--- config.mk ---
export PLATFORM = sky130hd
export DESIGN_NAME = tmds_channel_decoder
export DESIGN_NICKNAME = d
export VERILOG_FILES = /design/src/rtl/tmds_channel_decoder.sv
export SDC_FILE = /design/constraint.sdc
export NUM_CORES = 1
export LEC_CHECK = 0
export ABC_AREA = 1
export BUFFER_PORTS_ARGS = -buffer_cell sky130_fd_sc_hd__buf_4
export CORE_UTILIZATION = 35
export DETAILED_ROUTE_END_ITERATION = 12
export MAX_ROUTING_LAYER = met4
export PLACE_DENSITY = 0.51
export SYNTH_ARGS = -nofsm -noshare
export SYNTH_HDL_FRONTEND = slang
export SYNTH_SLANG_ARGS = --single-unit
export TNS_END_PERCENT = 30
--- constraint.sdc ---
create_clock -name clk_25mhz -period 3.1 [get_ports clk_25mhz]
set_input_delay 0.465 -clock clk_25mhz [delete_from_list [all_inputs] [get_ports clk_25mhz]]
set_output_delay 0.465 -clock clk_25mhz [all_outputs]
set_load 0.02 [all_outputs]
--- src/rtl/tmds_channel_decoder.sv ---
// Purpose: recover symbol alignment on one TMDS channel and decode each aligned symbol to data/control.
// Latency: 2 cycles from the word pair that forms a symbol to de/data/ctrl; locked rises with the outputs of the run-completing token.
// Backpressure: none; one raw word is consumed every cycle and the outputs are not stallable.
module tmds_channel_decoder #(
  parameter int CTRL_RUN       = 8,
  parameter int SEARCH_TIMEOUT = 2048,
  parameter int LOSS_TIMEOUT   = 4096
) (
  input  logic       clk_25mhz,
  input  logic       resetn,
  input  logic [9:0] raw,
  output logic       de,
  output logic [7:0] data,
  output logic [1:0] ctrl,
  output logic       locked,
  output logic [3:0] offset
);

  localparam int WMAX   = (SEARCH_TIMEOUT > LOSS_TIMEOUT) ? SEARCH_TIMEOUT : LOSS_TIMEOUT;
  localparam int WCNT_W = $clog2(WMAX + 1);
  localparam int RUN_W  = $clog2(CTRL_RUN + 1);

  localparam logic [WCNT_W-1:0] SEARCH_LAST = WCNT_W'(SEARCH_TIMEOUT - 1);
  localparam logic [WCNT_W-1:0] LOSS_LAST   = WCNT_W'(LOSS_TIMEOUT - 1);
  localparam logic [RUN_W-1:0]  RUN_LAST    = RUN_W'(CTRL_RUN - 1);
  localparam logic [RUN_W-1:0]  RUN_FULL    = RUN_W'(CTRL_RUN);

  typedef enum logic {ST_SEARCH, ST_LOCKED} state_t;

  state_t            state_q, state_d;
  logic [9:0]        prev_q;
  logic [9:0]        q_r;
  logic [RUN_W-1:0]  run_q, run_d;
  logic [WCNT_W-1:0] wcnt_q, wcnt_d;
  logic [3:0]        offset_q, offset_d;
  logic              de_r;
  logic [7:0]        data_r;
  logic [1:0]        ctrl_r;

  logic [19:0]       comb;
  logic [9:0]        aligned;
  logic              q_tok;
  logic [1:0]        q_tok_val;
  logic [7:0]        q_qm;
  logic [7:0]        q_dec;

  // Select the 10-bit window at the current bit offset from the last two raw words
  always_comb begin
    comb    = {raw, prev_q};
    aligned = 10'(comb >> offset_q);
  end

  // Capture the previous raw word and the aligned symbol
  always_ff @(posedge clk_25mhz or negedge resetn) begin
    if (!resetn) begin
      prev_q <= '0;
      q_r    <= '0;
    end else begin
      prev_q <= raw;
      q_r    <= aligned;
    end
  end

  // Recognise the four control tokens in the aligned symbol
  always_comb begin
    q_tok     = 1'b1;
    q_tok_val = 2'b00;
    case (q_r)
      10'h354: q_tok_val = 2'b00;
      10'h0AB: q_tok_val = 2'b01;
      10'h154: q_tok_val = 2'b10;
      10'h2AB: q_tok_val = 2'b11;
      default: q_tok     = 1'b0;
    endcase
  end

  // Undo the optional inversion, then the XOR/XNOR transition chain
  always_comb begin
    q_qm     = q_r[9] ? ~q_r[7:0] : q_r[7:0];
    q_dec    = '0;
    q_dec[0] = q_qm[0];
    for (int i = 1; i < 8; i++) begin
      q_dec[i] = q_r[8] ? (q_qm[i] ^ q_qm[i-1]) : ~(q_qm[i] ^ q_qm[i-1]);
    end
  end

  // Output stage runs unconditionally; lock gating is applied at the ports
  always_ff @(posedge clk_25mhz or negedge resetn) begin
    if (!resetn) begin
      de_r   <= 1'b0;
      data_r <= '0;
      ctrl_r <= '0;
    end else if (q_tok) begin
      de_r   <= 1'b0;
      data_r <= '0;
      ctrl_r <= q_tok_val;
    end else begin
      de_r   <= 1'b1;
      data_r <= q_dec;
    end
  end

  // Alignment FSM state and counters
  always_ff @(posedge clk_25mhz or negedge resetn) begin
    if (!resetn) begin
      state_q  <= ST_SEARCH;
      run_q    <= '0;
      wcnt_q   <= '0;
      offset_q <= '0;
    end else begin
      state_q  <= state_d;
      run_q    <= run_d;
      wcnt_q   <= wcnt_d;
      offset_q <= offset_d;
    end
  end

  // Next-state: lock on a full token run, step the offset on search or loss timeout
  always_comb begin
    logic [RUN_W-1:0]  run_inc;
    logic [WCNT_W-1:0] wcnt_inc;
    logic [3:0]        offset_nxt;
    logic              run_hit;

    state_d    = state_q;
    run_d      = run_q;
    wcnt_d     = wcnt_q;
    offset_d   = offset_q;
    run_inc    = (run_q == RUN_FULL) ? run_q : run_q + RUN_W'(1);
    wcnt_inc   = (wcnt_q == '1) ? wcnt_q : wcnt_q + WCNT_W'(1);
    offset_nxt = (offset_q == 4'd9) ? 4'd0 : offset_q + 4'd1;
    run_hit    = q_tok && (run_q == RUN_LAST);

    run_d  = q_tok ? run_inc : '0;
    wcnt_d = wcnt_inc;

    case (state_q)
      ST_SEARCH: begin
        if (run_hit) begin
          state_d = ST_LOCKED;
          run_d   = '0;
          wcnt_d  = '0;
        end else if (wcnt_q == SEARCH_LAST) begin
          offset_d = offset_nxt;
          run_d    = '0;
          wcnt_d   = '0;
        end
      end
      ST_LOCKED: begin
        if (run_hit) begin
          wcnt_d = '0;
        end else if (wcnt_q == LOSS_LAST) begin
          state_d  = ST_SEARCH;
          offset_d = offset_nxt;
          run_d    = '0;
          wcnt_d   = '0;
        end
      end
      default: state_d = ST_SEARCH;
    endcase
  end

  // Gate the output stage with the registered lock so in-flight words vanish on loss
  always_comb begin
    locked = (state_q == ST_LOCKED);
    de     = locked & de_r;
    data   = locked ? data_r : 8'h00;
    ctrl   = locked ? ctrl_r : 2'b00;
    offset = offset_q;
  end

endmodule

# Word level (Yosys, flattened, before mapping)
# Index checks and enable logic that the tools add are counted.
classes:
  shift: 1
  eq_ne: 14
  n_bitwise: 17
  n_addsub: 3
  n_reduce_logical: 3
  n_mux: 37
ops:
  columns: ["cell", "count"]
  rows:
  - ["13-bit two-way mux", 5]
  - ["4-bit two-way mux", 11]
  - ["13-bit one-hot mux with 2 select lines", 1]
  - ["8-bit two-way mux", 3]
  - ["10-bit == test, second input constant", 2]
  - ["20-bit by 4-bit >> shifter with 10-bit output", 1]
  - ["4-bit one-hot mux with 2 select lines", 2]
  - ["13-bit by 1-bit adder with 13-bit output, second input constant", 1]
  - ["13-bit by 11-bit == test with 1-bit output, second input constant", 1]
  - ["13-bit by 12-bit == test with 1-bit output, second input constant", 1]
  - ["13-bit == test, second input constant", 1]
  - ["1-bit two-way mux", 12]
  - ["10-bit by 8-bit == test with 1-bit output, second input constant", 1]
  - ["10-bit by 9-bit == test with 1-bit output, second input constant", 1]
  - ["4-bit by 1-bit adder with 4-bit output, second input constant", 2]
  - ["4-bit == test, second input constant", 2]
  - ["1-bit NOT", 8]
  - ["8-bit NOT", 1]
  - ["1-bit bitwise XOR", 7]
  - ["2-bit != test, second input constant", 3]
  - ["2-bit one-hot mux with 3 select lines", 1]
  - ["4-bit by 3-bit == test with 1-bit output, second input constant", 1]
  - ["4-bit AND reduction", 1]
  - ["4-bit OR reduction", 1]
  - ["other kinds (5)", 5]
totals:
  register_bits: 53
  output_inout_bits: 16
  elab_cells: 84

# Depth between registers and ports, before layout
depth:
  word_depth: 7
  ltp_mapped: 11

# Least setup slack after synthesis
# No wires, ideal clock.
synth_timing:
  kind: "register to output"
  startpoint: "reg state_q, in the netlist locked"
  endpoint: "out ctrl[0]"
  n_path_buf: 2
  arrival_time_ns: 1.123
  slack_ns: 1.512
  path_stages_with_launch: 5
  path_cell_list: "dfrtp_1 clkbuf_2 clkbuf_1 nand2_1 inv_1"
synth_via:
  elab_chain_len: 1
synth_lines:
  columns: ["element", "line", "source"]
  rows:
  - ["start, declared", "30", "state_t state_q, state_d;"]
  - ["start signal, assigned", "111", "state_q <= state_d;"]
  - ["2-bit two-way mux", "168", "ctrl = locked ? ctrl_r : 2'b00;"]
  - ["end, declared", "14", "output logic [1:0] ctrl,"]
# No other way between the ends.

# Worst setup path after layout
layout_timing:
  startpoint: "reg offset_q[0], in the netlist offset[0]"
  endpoint: "reg q_r[1]"
layout_via:
  elab_chain_len: 1
layout_lines:
  columns: ["element", "line", "source"]
  rows:
  - ["start, declared", "35", "logic [3:0] offset_q, offset_d;"]
  - ["start signal, assigned", "114", "offset_q <= offset_d;"]
  - ["20-bit by 4-bit >> shifter with 10-bit output", "50", "aligned = 10'(comb >> offset_q);"]
  - ["named net aligned[1]", "41", "logic [9:0] aligned;"]
  - ["end signal, assigned", "60", "q_r <= aligned;"]
  - ["end, declared", "32", "logic [9:0] q_r;"]
# The timed path passes the listed nets, and every way through them passes these cells.
# A chain may end at the register's enable or synchronous reset.

==> impl_metrics.csv <==
group,metric,value,unit
sta,finalCriticalPeriod,2.23,ns
power_and_ir_drop,netSwitchingFraction,25.1,%
sta,finalHoldViolations,0,
layout,num_antenna_cells,0,
setup_path,critical_path_class,"reg2reg",
layout,final_nets,493,
power_and_ir_drop,internal_power,920,uW
sta,tightestPinTransition,0.846,ns
sta,skew,0.00761,ns
power_and_ir_drop,p_seq_share,59.9,%
global_routing,groute.usage.overall,16.8,%
min_path,worstHoldPathType,"in2async",
drt,drt-vias-per-instance,4.81,
drt,ant_nets,0,
setup_path,timing.critical_path.cells,"inv_2 -> o21ai_0 -> nand2_1 -> nand3_1 -> nand2_1 -> nand2_1 -> nand2_1",
drt,drt_first_iter_violations,123,
drt,drt-wirelength-per-cell,12.5,um
setup_path,worst-path-buf-inv,1,
global_routing,grt_start_max_net_pins,54,
setup_path,worstReg2RegEnd,"q_r[1]",
power_and_ir_drop,total_power,1.23,mW
layout,final.fill_count,1015,
place,buffer_ports.inserted,27,
setup_path,worst-r2r-cell-count,7,
synth,syn_inst,449,
sta,relSlewSlack,43.6,%
setup_path,worstPathMaxFanout,34,
synth,avgSynthCellArea,7.39,sq um
synth,synth_seq_cells,53,
clock_network,clock_tree_from_tritoncts,"done",
sta,final_max_slew_viol_count,0,
global_routing,first_global_vias,2686,
place,post_dp_hpwl,5.41,mm
sta,fin_hold_ws,0.162,ns
power_and_ir_drop,power.share.combinational,8.6,%
clock_network,cts_buffers,5,
power_and_ir_drop,p_clk_share,31.6,%
floorplanning,initial_standard_cell_utilization_of_the_core,36.1,%
floorplanning,io_pins,28,
setup_path,worstSetupEndpointType,"register",
setup_path,worst_setup_path_start_kind,"register",
setup_path,cp_data_arrival_time,2.43,ns
clock_network,cts.repair.resized,0,
place,placed_cells_incl_taps,574,
sta,rsz0062_at_grt,"false",
drt,detailroute.via_count,2802,
run,maxCapViolations,0,
setup_path,critPathSlowestCell,"dfrtp_1",
setup_path,cp.depth,7,
clock_network,clk_root_buffer_cell,"clkbuf_8",
place,dpl-instance-area,3580,sq um
synth,yosys.cell_types.count,34,
setup_path,rr_startpoint,"offset[0]",
drt,drt_wirelength,7.27,mm
clock_network,cts_setup_buffers,0,
setup_path,rrSetupSlack,0.87,ns
clock_network,hold_buffers,0,
setup_path,crit_family,"flip-flops",
sta,fin_tns_setup,0,ns
global_routing,grt_first_pass_wirelength,12.9,mm
place,detailedPlace.worstSlack,0.906,ns
synth,synthDominantAreaCellType,"dfrtp_1",
layout,layout-drive-gt1-share,13.4,%
floorplanning,row_count,35,
synth,yosys.area.top_type_share,40.0,%
setup_path,cp-startpoint,"offset[0]",
clock_network,clk-insertion-delay-late,0.31,ns
clock_network,clk_pin_slew_worst_paths,0.10,ns
setup_path,cp-endpoint,"q_r[1]",
synth,synthesis.nets,472,
clock_network,htree_num_levels,2,
setup_path,worst_path_largest_cell_delay,0.91,ns
power_and_ir_drop,cellLeakagePower,1.93,nW
setup_path,critPathMostFrequentCell,"nand2_1",
place,gp_congestion,0.889,
synth,yosys_warnings,0,
synth,post_synth_main_area_contributors,"dfrtp_1 (40%), nand2_1 (15%), nand3_1 (7.4%)",
layout,area.growth.synth_to_final,10.6,%
floorplanning,vertical_die_dimension,99.4,um
power_and_ir_drop,vdd.ir_drop.worst,0.000150,V
sta,setup_viol,0,
setup_path,data_required_time_of_the_worst_path,3.30,ns
floorplanning,width_of_the_die,99.4,um
floorplanning,design.core.area,9200,sq um
drt,drt_first_pass_iters,4,
synth,synth.yosys.seq_area_share,40.0,%
drt,drc,0,
global_routing,grt_overflow_total,0,
synth,synthesis.area,3320,sq um
run_status,run_status,"completed",
global_routing,antenna_found_initial,0,
sta,top_achievable_clock_speed,449,MHz
layout,area_of_combinational_cells_with_multiple_inputs,1700,sq um
floorplanning,fp.dieArea,9880,sq um
layout,sequential_cell_area_in_the_final_layout,1330,sq um
sta,final.period_utilization,71.9,%
power_and_ir_drop,switching_power,308,uW
power_and_ir_drop,cell_area_power_density,335,nW/um^2
layout,postLayoutCoreUtil,39.9,%
layout,post_layout_nonfiller_instances,582,
clock_network,numClockSinks,53,
sta,layout_setup_ws,0.872,ns
layout,finalInstanceArea,3670,sq um
clock_network,deepest_clock_path_buffer_count,2,
Yosys cell counts:
library cell,instances
buf_2,4
nand3_1,49
a31o_2,1
a21oi_1,17
inv_2,3
nand2_4,3
o21ai_2,2
clkinv_1,1
buf_6,3
clkbuf_1,5
o211ai_1,5
a21oi_2,1
or2_1,5
nor2_2,1
o21ai_0,13
nand3b_1,1
nor3_1,2
inv_6,1
nand4_1,17
a21o_1,2
or2_2,5
o21bai_1,1
nand2_2,6
dfrtp_1,53
o21ai_1,2
nand2_1,129
nor2_1,35
clkbuf_2,1
inv_1,48
xor2_1,10
buf_4,2
ha_1,11
nand3_2,3
xnor2_1,7
routing by layer:
layer | vias up | global-route usage (%) | share of wire (%)
met5 | - | - | 0
met4 | 0 | 3.85 | 0.84
met3 | 6 | 2.67 | 2.9
met2 | 53 | 25.6 | 46
met1 | 1268 | 23.4 | 51
li1 | 1475 | - | -
kinds of logic after synthesis:
family	share of synthesized area [%]
flip-flops	40.0
AO/OA/AOI/OAI	7.69
buffers and inverters	8.93
adder cells (fa/ha/maj)	4.15
AND/OR/NAND/NOR	34.8
XOR/XNOR	4.49
cells in the final DEF (no fill, tap or decap), types with 5 or more instances in the layout:
cell      Yosys  routed
a21oi_1      17      17
buf_4         2      29
clkbuf_8      0       5
dfrtp_1      53      53
ha_1         11      11
inv_1        48      48
nand2_1     129     129
nand2_2       6       6
nand3_1      49      49
nand4_1      17      17
nor2_1       35      35
o211ai_1      5       5
o21ai_0      13      13
or2_1         5       5
or2_2         5       5
xnor2_1       7       7
xor2_1       10      10
cell type report:
class | instances | share of cell area [%]
Sequential cell | 53 | 36.1
Timing Repair Buffer | 29 | 5.93
Clock inverter | 3 | 0.477
Inverter | 53 | 5.56
Clock buffer | 5 | 1.88
Tap cell | 111 | 3.78
Multi-Input combinational cell | 328 | 46.2
power by group through the flow:
stage | Clock [mW] | Sequential (mW) | Combinational (mW)
2_1_floorplan | 0 | 0.744 | 0.0678
3_3_place_gp | 0 | 0.750 | 0.107
3_5_place_dp | 0 | 0.750 | 0.107
4_1_cts | 0.411 | 0.736 | 0.108
5_1_grt | 0.441 | 0.739 | 0.123
6_report | 0.388 | 0.735 | 0.105
how the worst min path moves through the flow:
stage,startpoint,endpoint
after floorplan,resetn,ctrl_r[0]
after global placement,ctrl_r[0],ctrl_r[0]
after detailed placement,ctrl_r[0],ctrl_r[0]
after CTS,resetn,wcnt_q[0]
after global routing,resetn,run_q[0]
final,resetn,run_q[0]
sequential cells by signal, indices dropped and copies added, names as in the netlist:
register	flops
run_q	4
de_r	1
ctrl_r	2
prev_q	10
data_r	8
offset	4
wcnt_q	13
q_r	10
locked	1
Power figures use the tool's default switching activity.
